`config.mk`:
```
export PLATFORM = sky130hd
export DESIGN_NAME = less_than_unit
export DESIGN_NICKNAME = d
export VERILOG_FILES = /design/src/rtl/less_than_unit.sv
export SDC_FILE = /design/constraint.sdc
export NUM_CORES = 1
export LEC_CHECK = 0
export ABC_AREA = 1
export BUFFER_PORTS_ARGS = -buffer_cell sky130_fd_sc_hd__buf_2
export CORE_AREA = 2 2 39 41
export DETAILED_ROUTE_END_ITERATION = 6
export DIE_AREA = 0 0 41 43
export PLACE_DENSITY = 0.37
export REMOVE_ABC_BUFFERS = 1
export SLEW_MARGIN = 0
export SYNTH_ARGS = -nofsm -noshare
export SYNTH_HDL_FRONTEND = slang
export SYNTH_SLANG_ARGS = --single-unit
```
`constraint.sdc`:
```
create_clock -name aclk -period 0.9 [get_ports aclk]
set_input_delay 0.18 -clock aclk [delete_from_list [all_inputs] [get_ports aclk]]
set_output_delay 0.18 -clock aclk [all_outputs]
set_load 0.01 [all_outputs]
```
`src/rtl/less_than_unit.sv`:
```
// +--------------------------------------------------------------------------+
// | Module      : less_than_unit                                             |
// | Description : Temporal (race-logic) less-than primitive. The output q    |
// |               carries the a event only when a arrives strictly before b. |
// |               Once b has been seen, a is inhibited until rst re-arms it. |
// |               Optional macro LESS_THAN_TIE_PASS_EN turns the compare     |
// |               into less-or-equal: a and b events in one sample pass.     |
// | Revision    : 1.0 - initial release                                      |
// +--------------------------------------------------------------------------+
`default_nettype none

module less_than_unit #(
  parameter logic [1:0] EDGE_MODE   = 2'd0,  // 0 rise, 1 fall, 2 one-cycle pulse
  parameter int         SYNC_STAGES = 0      // 0..3 flops ahead of edge detection
) (
  input  logic aclk,
  input  logic grst,
  input  logic rst,
  input  logic a,
  input  logic b,
  output logic q
);

  // Falling-edge encoding idles high; rise and pulse encodings idle low.
  localparam logic IDLE   = (EDGE_MODE == 2'd1);
  localparam logic PULSE  = (EDGE_MODE == 2'd2);
  localparam logic PASS_Q = ~IDLE;

  logic a_s;
  logic b_s;

  generate
    if (SYNC_STAGES > 0) begin : g_sync
      logic [SYNC_STAGES-1:0] a_sync_q;
      logic [SYNC_STAGES-1:0] b_sync_q;

      // Plain shift chain; the last stage feeds edge detection.
      always_ff @(posedge aclk or negedge grst) begin
        if (!grst) begin
          a_sync_q <= {SYNC_STAGES{IDLE}};
          b_sync_q <= {SYNC_STAGES{IDLE}};
        end else begin
          a_sync_q[0] <= a;
          b_sync_q[0] <= b;
          for (int i = 1; i < SYNC_STAGES; i++) begin
            a_sync_q[i] <= a_sync_q[i-1];
            b_sync_q[i] <= b_sync_q[i-1];
          end
        end
      end

      assign a_s = a_sync_q[SYNC_STAGES-1];
      assign b_s = b_sync_q[SYNC_STAGES-1];
    end else begin : g_nosync
      assign a_s = a;
      assign b_s = b;
    end
  endgenerate

  logic a_prev_q;
  logic b_prev_q;
  logic b_seen_q;
  logic b_seen_d;
  logic fired_q;
  logic fired_d;
  logic q_q;
  logic q_d;
  logic ev_a;
  logic ev_b;
  logic pass;

  // Edge detection against the previous sample; pulse mode uses the leading edge.
  always_comb begin
    if (EDGE_MODE == 2'd1) begin
      ev_a = ~a_s & a_prev_q;
      ev_b = ~b_s & b_prev_q;
    end else begin
      ev_a = a_s & ~a_prev_q;
      ev_b = b_s & ~b_prev_q;
    end
  end

`ifdef LESS_THAN_TIE_PASS_EN
  // Less-or-equal: a simultaneous b does not inhibit a.
  assign pass = ev_a & ~b_seen_q & ~fired_q;
`else
  // Strict less-than: a simultaneous b inhibits a.
  assign pass = ev_a & ~b_seen_q & ~ev_b & ~fired_q;
`endif

  // Next-state for the wave state and the output; rst overrides any event.
  always_comb begin
    b_seen_d = b_seen_q;
    fired_d  = fired_q;
    q_d      = q_q;
    if (rst) begin
      b_seen_d = 1'b0;
      fired_d  = 1'b0;
      q_d      = IDLE;
    end else begin
      if (PULSE) begin
        q_d = 1'b0;
      end
      if (ev_b) begin
        b_seen_d = 1'b1;
      end
      if (pass) begin
        fired_d = 1'b1;
        q_d     = PASS_Q;
      end
    end
  end

  // State registers; previous samples always track so a held level never
  // looks like a fresh event after rst.
  always_ff @(posedge aclk or negedge grst) begin
    if (!grst) begin
      a_prev_q <= IDLE;
      b_prev_q <= IDLE;
      b_seen_q <= 1'b0;
      fired_q  <= 1'b0;
      q_q      <= IDLE;
    end else begin
      a_prev_q <= a_s;
      b_prev_q <= b_s;
      b_seen_q <= b_seen_d;
      fired_q  <= fired_d;
      q_q      <= q_d;
    end
  end

  assign q = q_q;

endmodule

`default_nettype wire

```
==> results of run 1 <==
==> how the worst max path moves through the flow <==
| stage | to | slack (ns) | depth (start not counted) |
|---|---|---|---|
| 4_1_cts | q | -0.03 | 1 |
| 5_1_grt | q | -0.05 | 1 |
| 2_1_floorplan | q | 0.21 | 3 |
| 3_3_place_gp | q | 0.20 | 3 |
| 3_5_place_dp | q | 0.19 | 3 |
| 6_report | q | -0.02 | 1 |
==> flip-flops by register name, indices dropped and copies added (netlist names) <==
register and cells:
b_seen_q 1, b_prev_q 1, a_prev_q 1, q 1
==> power breakdown <==
group	internal [mW]	total [mW]	switching [mW]
registers	0.191	0.195	0.00404
logic	0.0207	0.0401	0.0194
clock network	0.149	0.221	0.0722
total	0.361	0.457	0.0956
==> metrics by stage <==
| stage | total power [mW] | hold WS [ns] | utilization, % |
|---|---|---|---|
| 2_1_floorplan | 0.213 | -0.116 | - |
| 3_3_place_gp | 0.230 | -0.0133 | 14.0 |
| 3_5_place_dp | 0.231 | -0.00810 | 14.0 |
| 4_1_cts | 0.466 | 0.0619 | 16.4 |
| 5_1_grt | 0.484 | 0.0600 | 16.8 |
| 6_report | 0.457 | 0.0681 | 16.8 |
==> timing repair <==
item,4_1_cts,5_1_grt
endpoints found under the hold margin,4,0
gates resized for setup,0,1
setup endpoints to repair,1,1
hold buffers,1,0
==> Yosys cell counts <==
cell type and n:
nand2_1 1, nand3_2 1, dfrtp_1 4, inv_1 4
nor2_2 1, a21oi_1 1, a21oi_2 1
==> cell families after synthesis <==
family,synth area share [%]
buffers and inverters,10.1
AND/OR/NAND/NOR,13.4
AO/OA/AOI/OAI,9.24
flip-flops,67.2
==> layout by cell type, fill, tap and decap left out <==
cell | netlist | routed
nand3_2 | 1 | 1
nor2_2 | 1 | 1
nand2_1 | 1 | 1
buf_6 | 0 | 1
buf_2 | 0 | 4
a21oi_2 | 1 | 1
clkbuf_4 | 0 | 3
dfrtp_1 | 4 | 4
inv_1 | 4 | 4
a21oi_1 | 1 | 1
dlygate4sd3_1 | 0 | 1
==> metal layers <==
layer  part of all wire, %  GRT usage (%)  vias up
li1                      -              -       56
met5                     0              0        -
met4                   3.5           6.00        0
met3                    24           6.81        2
met2                    31           3.75        9
met1                    41           4.58       46
==> cell type report <==
cell class                 instances  area, sq um
sequential                         4          100
timing repair buffer               6         41.3
fill                             152         1150
clock buffer                       3         22.5
multi-input combinational          5         33.8
tap                               16         20.0
inverter                           4         15.0
==> flow_summary.json, run 1 <==
{
  "synth_area_leaders": "dfrtp_1 (67%), inv_1 (10%), nand3_2 (6.7%)",
  "worstMarginPinSlew_ns": 0.104,
  "path_delay_family": "flip-flops",
  "grt_pass1_wl_um": 448,
  "finalCritPeriodShare_pct": 102,
  "syn_inst": 13,
  "grt_max_degree": 5,
  "grt_antenna_before_repair": 0,
  "reg2reg_to": "q",
  "timing.fmax_mhz": 1090,
  "dp_slack_ns": 0.191,
  "drtIter0Drc": 1,
  "pwr_density_cell_nw_per_um2": 1960,
  "root_buffer": "clkbuf_4",
  "ys_types": 7,
  "firstDrtPassIters": 3,
  "tns_ns": -0.0158,
  "cts_tree": "done",
  "critPathLaunchType": "flip-flop",
  "hold_path_class": "in2reg",
  "avgSynthCellArea_sq_um": 11.5,
  "end_kind": "primary output",
  "ant_nets": 0,
  "dpl_cell_area_sq_um": 194,
  "ff2ff_path_depth": 3,
  "cp.required_ns": 0.72,
  "timing.rr.start": "a_prev_q",
  "cts.path.max_buffers": 2,
  "postCtsSetupRepairBufs": 0,
  "yosysTopAreaCellShare_pct": 67.2,
  "slew_headroom_pct": 93.1,
  "drt-total-wl_um": 258,
  "status": "complete, but fails checks",
  "min_delay_worst_endpoint": "b_prev_q",
  "grt_usage_pct": 4.84,
  "cts_buffers": 3,
  "cap_violations": 0,
  "syn2layout_area_growth_pct": 56.3,
  "layout.cells.non_filler": 38,
  "core_sq_um": 1380,
  "drive_above_1_share_pct": 50.0,
  "min_path_cells": 1,
  "drv_slew": 0,
  "leakage_nw": 0.114,
  "grt_setup_unrepaired": "true",
  "cpPeakStageDelay_ns": 0.38,
  "clk_latency_ns": 0.23,
  "grt_overflow_total": 0,
  "num_rows": 14,
  "worst-path-max-fanout": 2,
  "viasPerCell": 2.97,
  "ys_seq_elements": 4,
  "drc_errors": 0,
  "die_x_um": 41,
  "antenna_cells": 0,
  "violations": "setup timing",
  "cts.sinks": 4,
  "timing.final.ws_setup_ns": -0.0158,
  "peakVddDrop_v": 0.000562,
  "clkSlewWorstSetupHoldPaths_ns": 0.04,
  "hpwl_um": 190,
  "io-pin-count": 6,
  "dr_total_vias": 113,
  "place.gp.congestion": 0.499,
  "fp.dieH_um": 43,
  "rrSetupSlack_ns": 0.20,
  "synth.largest_area_cell": "dfrtp_1",
  "path_cells": "buf_6",
  "setup.worst_path.start": "q",
  "h-tree-depth": 1,
  "yosysWarnings": 0,
  "post_drt_wl_per_cell_um": 6.79,
  "dieArea_sq_um": 1760,
  "hp-start": "b",
  "place_inst": 34,
  "synth_area_sq_um": 149,
  "final-hold-violation-count": 0,
  "fin_area_sq_um": 233,
  "worstPathArrival_ns": 0.74,
  "nets": 29,
  "worstSetupPathType": "reg2out",
  "cp_num_buf_inv": 1,
  "final.min_clock_period_ns": 0.916,
  "clock_skew_ns": 0.00384,
  "start_util_pct": 10.8,
  "ys_seq_area_share_pct": 67.2,
  "setup_viol": 1,
  "slowest_stage": "dfrtp_1",
  "portBuffers": 5,
  "grt_pass1_vias": 119
}
No activity file was read; power rests on OpenSTA's default activity.
==> inputs of run 2 (changes only) <==
- ABC_AREA: 1 -> 0
- SKIP_CTS_REPAIR_TIMING: default -> 1
==> flow_summary.json, run 2 <==
{
  "post_drt_wl_per_cell_um": 7.50,
  "drive_above_1_share_pct": 50.0,
  "io-pin-count": 6,
  "slew_headroom_pct": 92.2,
  "critPathLaunchType": "flip-flop",
  "cp.required_ns": 0.72,
  "cts.path.max_buffers": 2,
  "synth_area_sq_um": 141,
  "nets": 27,
  "ff2ff_path_depth": 2,
  "grt_setup_unrepaired": "true",
  "timing.rr.start": "b_prev_q",
  "worstMarginPinSlew_ns": 0.116,
  "synth_area_leaders": "dfrtp_1 (71%), nor3b_2 (8.8%), a32o_1 (7.1%)",
  "drtIter0Drc": 6,
  "synthTopCellsByCount": "dfrtp_1 (4), inv_1 (2)",
  "cpPeakStageDelay_ns": 0.36,
  "clkSlewWorstSetupHoldPaths_ns": 0.04,
  "core_sq_um": 1380,
  "leakage_nw": 0.111,
  "syn2layout_area_growth_pct": 60.2,
  "reg2reg_to": "q",
  "cap_violations": 0,
  "dp_slack_ns": 0.0558,
  "hp-start": "b",
  "tns_ns": -0.0182,
  "grt_pass1_vias": 103,
  "grt_antenna_before_repair": 0,
  "yosysWarnings": 0,
  "syn_inst": 10,
  "yosysMostFrequentCell": "dfrtp_1",
  "root_buffer": "clkbuf_4",
  "min_path_cells": 1,
  "dieArea_sq_um": 1760,
  "seq_area_sq_um": 100,
  "violations": "setup timing",
  "avgSynthCellArea_sq_um": 14.1,
  "path_delay_family": "flip-flops",
  "dr_total_vias": 112,
  "cp_num_buf_inv": 1,
  "start_util_pct": 10.2,
  "pwr_density_cell_nw_per_um2": 2010,
  "synthArstFlopShare_pct": 100,
  "end_kind": "primary output",
  "firstDrtPassIters": 2,
  "synth.largest_area_cell": "dfrtp_1",
  "hold_path_class": "in2reg",
  "synth_flop_cell": "dfrtp_1",
  "cts_buffers": 3,
  "synth-edff-count": 0,
  "portBuffers": 5,
  "drt-total-wl_um": 270,
  "drv_slew": 0,
  "fp.dieH_um": 43,
  "cts.sinks": 4,
  "path_cells": "buf_2",
  "yosysTopAreaCellShare_pct": 70.8,
  "h-tree-depth": 1,
  "status": "complete, but fails checks",
  "drc_errors": 0,
  "finalCritPeriodShare_pct": 102,
  "grt_pass1_wl_um": 400,
  "n_fill_cell": 155,
  "worstPathArrival_ns": 0.74,
  "clk_latency_ns": 0.24,
  "final-hold-violation-count": 0,
  "timing.final.ws_setup_ns": -0.0182,
  "setup_viol": 1,
  "rrSetupSlack_ns": 0.06,
  "die_x_um": 41,
  "grt_max_degree": 5,
  "clock_skew_ns": 0.00612,
  "grt_overflow_total": 0,
  "peakVddDrop_v": 0.000820,
  "final_cell_mix": "buf_2 (5), dfrtp_1 (4), clkbuf_4 (3)",
  "ys_seq_elements": 4,
  "ys_types": 6,
  "final.min_clock_period_ns": 0.918,
  "multi_input_area_sq_um": 33.8,
  "antenna_cells": 0,
  "grt_usage_pct": 4.24,
  "timing.fmax_mhz": 1090,
  "ys_seq_area_share_pct": 70.8,
  "ant_nets": 0,
  "viasPerCell": 3.11,
  "worstSetupPathType": "reg2out",
  "final_common_cell": "buf_2",
  "worst-path-max-fanout": 2,
  "slowest_stage": "dfrtp_1",
  "cts_tree": "done",
  "min_delay_worst_endpoint": "b_prev_q",
  "num_rows": 14,
  "place.gp.congestion": 0.547
}
run 2: cell families after synthesis:
group | count (synthesis) | share of synthesized area (%)
simple gates | 2 | 13.3
buf+inv | 2 | 5.31
flops | 4 | 70.8
compound gates | 2 | 10.6
run 2: cell type report:
class                   instances  share of cell area (%)
repair buffers                  7                    18.8
multi-input cells               4                    14.9
well taps                      16                    8.84
flip-flops and latches          4                    44.2
clock buffers                   3                    9.94
inverters                       2                    3.31
run 2: worst max-delay path by stage:
stage	startpoint	to	slack, ns	cells past startpoint
6_report	q	q	-0.02	1
5_1_grt	q	q	-0.04	1
4_1_cts	q	q	-0.04	1
3_5_place_dp	b_prev_q	q	0.06	2
3_3_place_gp	b_prev_q	q	0.06	2
2_1_floorplan	b_prev_q	q	0.08	2
run 2: report_power, final:
group / switching, mW / internal, mW / total [mW]
logic: 0.0173 / 0.0219 / 0.0392
clock network: 0.0725 / 0.149 / 0.221
registers: 0.00317 / 0.191 / 0.195
run 2: per-stage QoR:
stage | std cells | power (mW) | hold WS [ns] | utilization (%) | instance area [sq um]
after floorplan | 10 | 0.209 | -0.116 | - | 141
after global placement | 31 | 0.227 | -0.0133 | 13.5 | 186
final | 36 | 0.455 | 0.0729 | 16.4 | 226
after detailed placement | 31 | 0.229 | -0.0110 | 13.5 | 186
after global routing | 36 | 0.478 | 0.0628 | 16.4 | 226
after CTS | 34 | 0.455 | -0.263 | 15.1 | 209
run 2: metal layers:
layer  part of all wire [%]  global-route usage (%)  wire length [um]
met3                     18                    6.28                48
met1                     47                    4.58               128
met5                      0                       0                 0
met2                     34                    3.13                93
met4                      0                    4.00                 0
==> inputs of run 3 (changes only) <==
- clock period: 0.9 -> 1 ns (I/O delays scaled with it)
==> flow_summary.json, run 3 (synthesis gave the netlist of run 2 again) <==
{
  "grt_pass1_wl_um": 558,
  "num_rows": 14,
  "tns_ns": 0,
  "p_int_mw": 0.323,
  "use_met3_pct": 6.28,
  "grt_overflow_total": 0,
  "io-pin-count": 6,
  "sequentialPowerShare_pct": 43.6,
  "finalCritPeriodShare_pct": 95.6,
  "clkSlewWorstSetupHoldPaths_ns": 0.04,
  "reg2reg_to": "q",
  "post_drt_wl_per_cell_um": 8.20,
  "sw_frac_of_total_pct": 20.1,
  "ff2ff_path_depth": 2,
  "grt_setup_unrepaired": "false",
  "rrSetupSlack_ns": 0.15,
  "worst-path-max-fanout": 2,
  "dr_total_vias": 117,
  "grt_usage_pct": 5.66,
  "nets": 26,
  "grt_max_degree": 5,
  "dp_slack_ns": 0.146,
  "fp.dieH_um": 43,
  "cp.required_ns": 0.80,
  "p_clk_share_pct": 48.7,
  "drv_slew": 0,
  "drive_above_1_share_pct": 47.4,
  "grt_antenna_before_repair": 0,
  "portBuffers": 5,
  "timing.rr.start": "b_prev_q",
  "grt_pass1_vias": 142,
  "worstMarginPinSlew_ns": 0.125,
  "critPathLaunchType": "flip-flop",
  "worstSetupPathType": "reg2out",
  "clock_skew_ns": 0.00559,
  "worstPathArrival_ns": 0.76,
  "use_met2_pct": 5.31,
  "cp.depth": 1,
  "peakVddDrop_v": 0.000667,
  "timing.final.ws_setup_ns": 0.0441,
  "path_delay_family": "flip-flops",
  "cap_violations": 0,
  "leakage_nw": 0.105,
  "slowest_stage": "dfrtp_1",
  "antenna_cells": 0,
  "clk_latency_ns": 0.23,
  "n_fill_cell": 155,
  "pwr_density_cell_nw_per_um2": 1840,
  "p_switching_mw": 0.0810,
  "setup_viol": 0,
  "dieArea_sq_um": 1760,
  "timing.fmax_mhz": 1050,
  "slew_headroom_pct": 91.6,
  "final.min_clock_period_ns": 0.956,
  "firstDrtPassIters": 2,
  "combinationalPowerShare_pct": 7.7,
  "die_x_um": 41,
  "start_util_pct": 10.2,
  "cp_num_buf_inv": 1,
  "cts.path.max_buffers": 2,
  "crit_end": "q",
  "end_kind": "primary output",
  "cts_tree": "done",
  "cts_buffers": 3,
  "grt_busiest_layer": "met3",
  "path_cells": "buf_2",
  "final-hold-violation-count": 0,
  "ant_nets": 0,
  "place.gp.congestion": 0.542,
  "drc_errors": 0,
  "status": "complete, no violations",
  "hpwl_um": 208,
  "drt-total-wl_um": 287,
  "cpPeakStageDelay_ns": 0.38,
  "h-tree-depth": 1,
  "syn2layout_area_growth_pct": 54.9,
  "final_cell_mix": "buf_2 (5), dfrtp_1 (4), clkbuf_4 (3)",
  "drtIter0Drc": 4,
  "hold_path_class": "in2reg",
  "cts.sinks": 4,
  "root_buffer": "clkbuf_4",
  "grt_util_met1_pct": 5.90,
  "final_common_cell": "buf_2",
  "core_sq_um": 1380,
  "viasPerCell": 3.34,
  "fin_util_pct": 15.8,
  "setup.worst_path.start": "q"
}
==> run 3: cell count changes in the layout (fill, tap and decap cells not counted), sizes merged <==
cell,before,now
buf,6,5
==> run 3: worst min-delay path by stage <==
stage                     startpoint       end  slack, ns  cells past startpoint
after global placement          grst         q      0.007                      1
after floorplan                 grst  a_prev_q       -0.1                      0
after detailed placement        grst  b_seen_q      0.006                      1
after global routing               a  a_prev_q       0.08                      1
final                              a  a_prev_q       0.09                      1
after CTS                       grst  b_seen_q      -0.24                      1
==> run 3: routing by layer <==
metal | wire, um | vias to the layer above
li1 | - | 54
met4 | 9 | 0
met3 | 53 | 2
met2 | 97 | 9
met1 | 127 | 52
met5 | 0 | -
==> run 3: area by class of cell <==
cell class	instances	area, sq um	share of cell area [%]
sequential	4	100	45.7
timing repair buffer	6	35.0	16.0
multi-input combinational	4	33.8	15.4
clock buffer	3	22.5	10.3
tap	16	20.0	9.14
inverter	2	7.51	3.43
==> run 3: through the flow <==
step / power, mW / instances / hold slack (ns) / area [sq um]
after global placement: 0.204 / 31 / 0.00679 / 186
after floorplan: 0.189 / 10 / -0.0956 / 141
after global routing: 0.428 / 35 / 0.0828 / 219
after detailed placement: 0.207 / 31 / 0.00641 / 186
after CTS: 0.409 / 34 / -0.243 / 209
final: 0.404 / 35 / 0.0906 / 219
==> run 3: power by group through the flow <==
stage,Sequential [mW],Combinational (mW),Clock [mW]
final,0.176,0.0313,0.196
after global routing,0.177,0.0358,0.215
after CTS,0.176,0.0287,0.204
after detailed placement,0.178,0.0285,0
after global placement,0.177,0.0268,0
after floorplan,0.179,0.00984,0
